### src/rtl/traffic_pkg.sv
// Shared traffic-controller types: detector FSM states, lamp encoding and default constants.
package traffic_pkg;

    typedef enum logic [1:0] {
        ABSENT   = 2'd0,
        QUAL_ON  = 2'd1,
        PRESENT  = 2'd2,
        QUAL_OFF = 2'd3
    } detState_t;

    typedef struct packed {
        logic red;
        logic yellow;
        logic green;
    } lamp_t;

    localparam int DEBOUNCE_DEFAULT = 8;
    localparam int SYNC_DEFAULT     = 2;

endpackage

### src/rtl/sync_chain.sv
// Parameterised N-flop synchroniser with asynchronous active-high reset.
module sync_chain #(
    parameter int STAGES = 2
) (
    input  logic clk,
    input  logic reset,
    input  logic d,
    output logic q
);

    logic [STAGES-1:0] chain_r;

    // shift the asynchronous input through the flop chain
    always_ff @(posedge clk or posedge reset) begin
        if (reset) begin
            chain_r <= {STAGES{1'b0}};
        end else begin
            chain_r <= {chain_r[STAGES-2:0], d};
        end
    end

    assign q = chain_r[STAGES-1];

endmodule

### src/rtl/car_detector.sv
// Loop-sensor car detector: synchronise, debounce, latch the call until green, count arrivals.
// Optional stuck-sensor fail-safe is built when LOOP_FAULT_EN is defined.
module car_detector
    import traffic_pkg::*;
#(
    parameter int SYNC_STAGES     = SYNC_DEFAULT,
    parameter int DEBOUNCE_CYCLES = DEBOUNCE_DEFAULT,
    parameter int CNT_W           = 8,
    parameter int STUCK_CYCLES    = 1024
) (
    input  logic             quartzClock,
    input  logic             reset,
    input  logic             loopRaw,
    input  logic             green,
    input  logic             yellow,
    input  logic             red,
    output logic             carDetected,
    output logic             presence,
    output logic [CNT_W-1:0] vehicleCount,
    output logic             loopFault
);

    localparam int CW = $clog2(DEBOUNCE_CYCLES + 1);
    localparam logic [CW-1:0] DEB_MAX = CW'(DEBOUNCE_CYCLES);
    localparam logic [CW-1:0] CNT_ONE = {{(CW-1){1'b0}}, 1'b1};
    localparam logic [CW-1:0] CNT_ZERO = {CW{1'b0}};

    detState_t        state_r, nextState_s;
    logic [CW-1:0]    debCnt_r, nextCnt_s;
    logic             loopSync_s;
    logic             arrival_s, presenceNext_s, inPresent_s;
    logic             faultNext_s, carNext_s;
    logic [CNT_W-1:0] countNext_s;
    logic             carDetected_r, presence_r, loopFault_r;
    logic [CNT_W-1:0] vehicleCount_r;
    lamp_t            lamps_s;
    logic             unusedLamps_s;

    // Only green is decoded; the other lamps are carried for monitoring.
    assign lamps_s       = '{red: red, yellow: yellow, green: green};
    assign unusedLamps_s = lamps_s.red ^ lamps_s.yellow;

    sync_chain #(.STAGES(SYNC_STAGES)) uSync (
        .clk   (quartzClock),
        .reset (reset),
        .d     (loopRaw),
        .q     (loopSync_s)
    );

    // debounce state and counter registers
    always_ff @(posedge quartzClock or posedge reset) begin
        if (reset) begin
            state_r  <= ABSENT;
            debCnt_r <= CNT_ZERO;
        end else begin
            state_r  <= nextState_s;
            debCnt_r <= nextCnt_s;
        end
    end

    // debounce next-state and counter logic
    always_comb begin
        nextState_s = state_r;
        nextCnt_s   = debCnt_r;
        case (state_r)
            ABSENT: begin
                if (!loopSync_s) begin
                    nextCnt_s = CNT_ZERO;
                end else if (DEB_MAX == CNT_ONE) begin
                    nextState_s = PRESENT;
                    nextCnt_s   = CNT_ZERO;
                end else begin
                    nextState_s = QUAL_ON;
                    nextCnt_s   = CNT_ONE;
                end
            end
            QUAL_ON: begin
                if (!loopSync_s) begin
                    nextState_s = ABSENT;
                    nextCnt_s   = CNT_ZERO;
                end else if (debCnt_r + CNT_ONE == DEB_MAX) begin
                    nextState_s = PRESENT;
                    nextCnt_s   = CNT_ZERO;
                end else begin
                    nextCnt_s = debCnt_r + CNT_ONE;
                end
            end
            PRESENT: begin
                if (loopSync_s) begin
                    nextCnt_s = CNT_ZERO;
                end else if (DEB_MAX == CNT_ONE) begin
                    nextState_s = ABSENT;
                    nextCnt_s   = CNT_ZERO;
                end else begin
                    nextState_s = QUAL_OFF;
                    nextCnt_s   = CNT_ONE;
                end
            end
            QUAL_OFF: begin
                if (loopSync_s) begin
                    nextState_s = PRESENT;
                    nextCnt_s   = CNT_ZERO;
                end else if (debCnt_r + CNT_ONE == DEB_MAX) begin
                    nextState_s = ABSENT;
                    nextCnt_s   = CNT_ZERO;
                end else begin
                    nextCnt_s = debCnt_r + CNT_ONE;
                end
            end
            default: begin
                nextState_s = ABSENT;
                nextCnt_s   = CNT_ZERO;
            end
        endcase
    end

    // output decode: arrival pulse, presence, call latch and saturating count
    always_comb begin
        inPresent_s    = (state_r == PRESENT) || (state_r == QUAL_OFF);
        presenceNext_s = (nextState_s == PRESENT) || (nextState_s == QUAL_OFF);
        arrival_s      = !inPresent_s && (nextState_s == PRESENT);
        if (faultNext_s) begin
            carNext_s = 1'b1;
        end else if (lamps_s.green) begin
            carNext_s = 1'b0;
        end else if (arrival_s) begin
            carNext_s = 1'b1;
        end else begin
            carNext_s = carDetected_r;
        end
        if (arrival_s && (vehicleCount_r != {CNT_W{1'b1}})) begin
            countNext_s = vehicleCount_r + {{(CNT_W-1){1'b0}}, 1'b1};
        end else begin
            countNext_s = vehicleCount_r;
        end
    end

`ifdef LOOP_FAULT_EN
    localparam int SW = $clog2(STUCK_CYCLES + 1);
    localparam logic [SW-1:0] STUCK_MAX = SW'(STUCK_CYCLES);
    logic [SW-1:0] stuckCnt_r;

    // time spent with a vehicle present; saturates at the stuck threshold
    always_ff @(posedge quartzClock or posedge reset) begin
        if (reset) begin
            stuckCnt_r <= {SW{1'b0}};
        end else if (!inPresent_s) begin
            stuckCnt_r <= {SW{1'b0}};
        end else if (stuckCnt_r != STUCK_MAX) begin
            stuckCnt_r <= stuckCnt_r + {{(SW-1){1'b0}}, 1'b1};
        end
    end

    assign faultNext_s = loopFault_r ||
                         (inPresent_s && (stuckCnt_r + {{(SW-1){1'b0}}, 1'b1} == STUCK_MAX));
`else
    localparam int unusedStuckCycles = STUCK_CYCLES;
    assign faultNext_s = 1'b0;
`endif

    // registered outputs
    always_ff @(posedge quartzClock or posedge reset) begin
        if (reset) begin
            carDetected_r  <= 1'b0;
            presence_r     <= 1'b0;
            loopFault_r    <= 1'b0;
            vehicleCount_r <= {CNT_W{1'b0}};
        end else begin
            carDetected_r  <= carNext_s;
            presence_r     <= presenceNext_s;
            loopFault_r    <= faultNext_s;
            vehicleCount_r <= countNext_s;
        end
    end

    assign carDetected  = carDetected_r;
    assign presence     = presence_r;
    assign loopFault    = loopFault_r;
    assign vehicleCount = vehicleCount_r;

endmodule

### config.mk
export PLATFORM = sky130hd
export DESIGN_NAME = car_detector
export DESIGN_NICKNAME = d
export VERILOG_FILES = /design/src/rtl/traffic_pkg.sv /design/src/rtl/sync_chain.sv /design/src/rtl/car_detector.sv
export SDC_FILE = /design/constraint.sdc
export NUM_CORES = 1
export LEC_CHECK = 0
export BUFFER_PORTS_ARGS = -buffer_cell sky130_fd_sc_hd__buf_2
export CORE_MARGIN = 2
export CORE_UTILIZATION = 45
export DETAILED_ROUTE_END_ITERATION = 10
export GPL_ROUTABILITY_DRIVEN = 0
export PLACE_DENSITY_LB_ADDON = 0.05
export RECOVER_POWER = 50
export SETUP_SLACK_MARGIN = 0.2
export SYNTH_ARGS = -nofsm -noshare
export SYNTH_HDL_FRONTEND = slang
export SYNTH_SLANG_ARGS = --single-unit
### constraint.sdc
create_clock -name quartzClock -period 1.75 [get_ports quartzClock]
set_input_delay 0.35 -clock quartzClock [delete_from_list [all_inputs] [get_ports quartzClock]]
set_output_delay 0.35 -clock quartzClock [all_outputs]
set_load 0.02 [all_outputs]
==> metrics <==
pre-CTS WS=-0.0132 ns; Worst setup startpoint=debCnt_r[1]; power per cell area=552 nW/µm²; post-DR wirelength/cell=12.3 µm; Post-DRT Antenna Nets=0; Async S/R FF share, synth=100%; Post-synth EDFFs=0; Synth area leader=dfrtp_1; area taken by multi-input logic gates=502 µm²; Filler cells=162; sequential fraction of the synthesis area=49.7%; clk slew on worst S/H paths=0.10 ns; Synth Area in Adders=4.39%; Worst Setup EP=vehicleCount[1]; DRC Markers=0; post-route setup slack=0.0419 ns; CTS tree=yes; M1 WL=830 µm; Area after DPL=1060 µm²; unrepaired setup endpoints after global routing=true; R2R Setup Slk=0.04 ns; top cells by count, synth=dfrtp_1, xor2_1, nand2_1, nor2_1, nor3_1; max layer used=met4; Syn Area/Cell=11.4 µm²; routed wire length on met3=58 µm; area share of and/or/nand/nor cells after synthesis=23.8%; Critical Path Start Type=flop; Fmax=585 MHz; initial antenna violation count=0; Starting Density=48.5%; min Tclk post-route=1.71 ns; post-synthesis mux area share=3.95%; hpwl dp=1190 µm; Worst Tran Pin Value=0.638 ns; top_reg_cell synth=dfrtp_1; ANT cells=0; relative slew slack=57.4%; Synth cell types=32; Sw Pwr=0.158 mW; Final Max Slew Viols=0; Max-cap violations=0; design area=1200 µm²; CTS Sinks=17; Worst Path Arrival=1.89 ns; worst skew pair latency=0.28 ns; Core ar.=1760 µm²; FP Rows=15; Total Routing Usage GR=16.6%; switching share of power=23.8%; detailed-route via count=663; Worst Setup Path Type=reg -> reg; Worst R2R Start=debCnt_r[1]; final hold vios=0; Post-Synth XOR/XNOR Area=8.19%; CP required=1.93 ns; worst-path fanout max=7; flip-flop and latch area=428 µm²; Max VDD drop=0.446 mV; Placed Cells=122; Setup Skew=0.00181 ns; clock root cell=clkbuf_4; non-filler cells in the finished layout=133; main combinational cell family by area after synthesis=simple AND/OR/NAND/NOR gates; final wirelength=1640 µm; synth warn=0; Clock Power Share=31.5%; outcome=complete, no violations; Crit Reg-Reg Endpoint=vehicleCount[1]; Synth top area share=49.7%; area delta synth->final=40.6%; Comb pwr share=6.9%; #FFs+latches synth=17; mapped cell area=856 µm²; number of DRC markers in iteration 0=12; first-pass GRT wire length=2580 µm; clock buffer depth=2; CP endpoint kind=flop; largest net degree at the start of global routing=18; Cell Int Power=0.506 mW; Hold/Removal Path Class=in -> async; io pins=17; setup violators final=0; H-tree depth=1; Nets=118; Reg2Reg Depth=6; share of cells above drive strength 1=50.9%; die footprint=2270 µm²; Num CTS Buffers=3; most frequent cell after synthesis=dfrtp_1; Via density=4.98; Final period util=97.6%; Die Wd=47.6 µm; IO Port Bufs=13; dominant cells by area after synthesis=dfrtp_1, xor2_1, ha_1; Syn Inst Count=75; met2 WL=739 µm; drt pass-1 iters=4; total gr overflow=0; Synth Area in Compound Gates=7.75%; Net Count, Synth=84; Die H=47.6 µm; Flop pwr share=61.6%; Pleak=0.591 nW; vias in the first global route=574
[cell usage in the layout (no fill, tap or decap), types with 3 or more instances in the layout]
| master | n |
|---|---|
| buf_2 | 13 |
| nand2_1 | 5 |
| nor3_1 | 3 |
| buf_4 | 13 |
| xor2_1 | 7 |
| nand3_1 | 3 |
| buf_6 | 4 |
| nor2_1 | 3 |
| dfrtp_1 | 15 |
| clkbuf_4 | 3 |
| a21oi_1 | 3 |
[worst min path at each step]
| stage | from | endpoint | slack [ns] | cells after the start |
|---|---|---|---|---|
| after floorplan | reset | carDetected | 0.28 | 1 |
| after global placement | uSync.chain_r[0] | uSync.chain_r[1] | 0.34 | 0 |
| after detailed placement | uSync.chain_r[0] | uSync.chain_r[1] | 0.35 | 0 |
| after CTS | reset | uSync.chain_r[0] | 0.14 | 2 |
| after global routing | loopRaw | uSync.chain_r[0] | 0.14 | 1 |
| final | reset | uSync.chain_r[0] | 0.13 | 2 |
[registers in the layout (all words and copies together) (netlist names)]
register,cells
carDetected,1
uSync.chain_r,2
debCnt_r,4
presence,1
state_r,1
vehicleCount,8
[final cells by class]
class	instances	area share, %
Clock buffer	3	1.87
Multi-Input combinational cell	55	41.7
Timing Repair Buffer	30	17.3
Sequential cell	17	35.6
Inverter	2	0.624
Clock inverter	1	0.416
Tap cell	25	2.60
[power by group through the flow]
stage	logic (mW)	clock network [mW]	registers (mW)
2_1_floorplan	0.0216	0	0.415
3_3_place_gp	0.0334	0	0.415
3_5_place_dp	0.0354	0	0.416
4_1_cts	0.0446	0.216	0.408
5_1_grt	0.0529	0.237	0.411
6_report	0.0460	0.209	0.409
[routing by layer]
metal / global-route usage [%] / up-vias
met1: 24.7 / 324
li1: - / 326
met2: 23.8 / 11
met3: 3.40 / 2
met5: 0 / -
met4: 6.49 / 0
[metrics by stage]
step | TNS, ns | hold WS, ns | power, mW | util [%]
after floorplan | 0 | 0.276 | 0.436 | -
after global placement | 0 | 0.340 | 0.448 | 60.0
after detailed placement | -0.0132 | 0.349 | 0.451 | 60.0
after CTS | 0 | 0.145 | 0.669 | 65.7
after global routing | -0.231 | 0.138 | 0.701 | 68.2
final | 0 | 0.128 | 0.664 | 68.2
[critical path, cell delays in order, from the launching register on]
cell and delay, ns:
dfrtp_2 0.44, buf_6 0.13, a21bo_4 0.21, a211oi_4 0.29, nor2_4 0.12, nor2_4 0.12, mux2_4 0.30
[kinds of logic after synthesis]
logic type	Yosys count
and+or+nand+nor	31
DFF	17
AOI/OAI and AO/OA	9
xor gates and xnor gates	8
adders and majority gates	3
muxes	3
buffers and inverters	3
other	1
[repair_timing]
action | 4_1_cts | 5_1_grt
endpoints found under the setup margin | 9 | 11
hold endpoints to repair | 0 | 0
setup buffers | 5 | 2
pin swaps | 5 | 3
cloned | 0 | 0
gates resized for setup | 7 | 6
hold buffers | 0 | 0
Power figures use the tool's default switching activity.
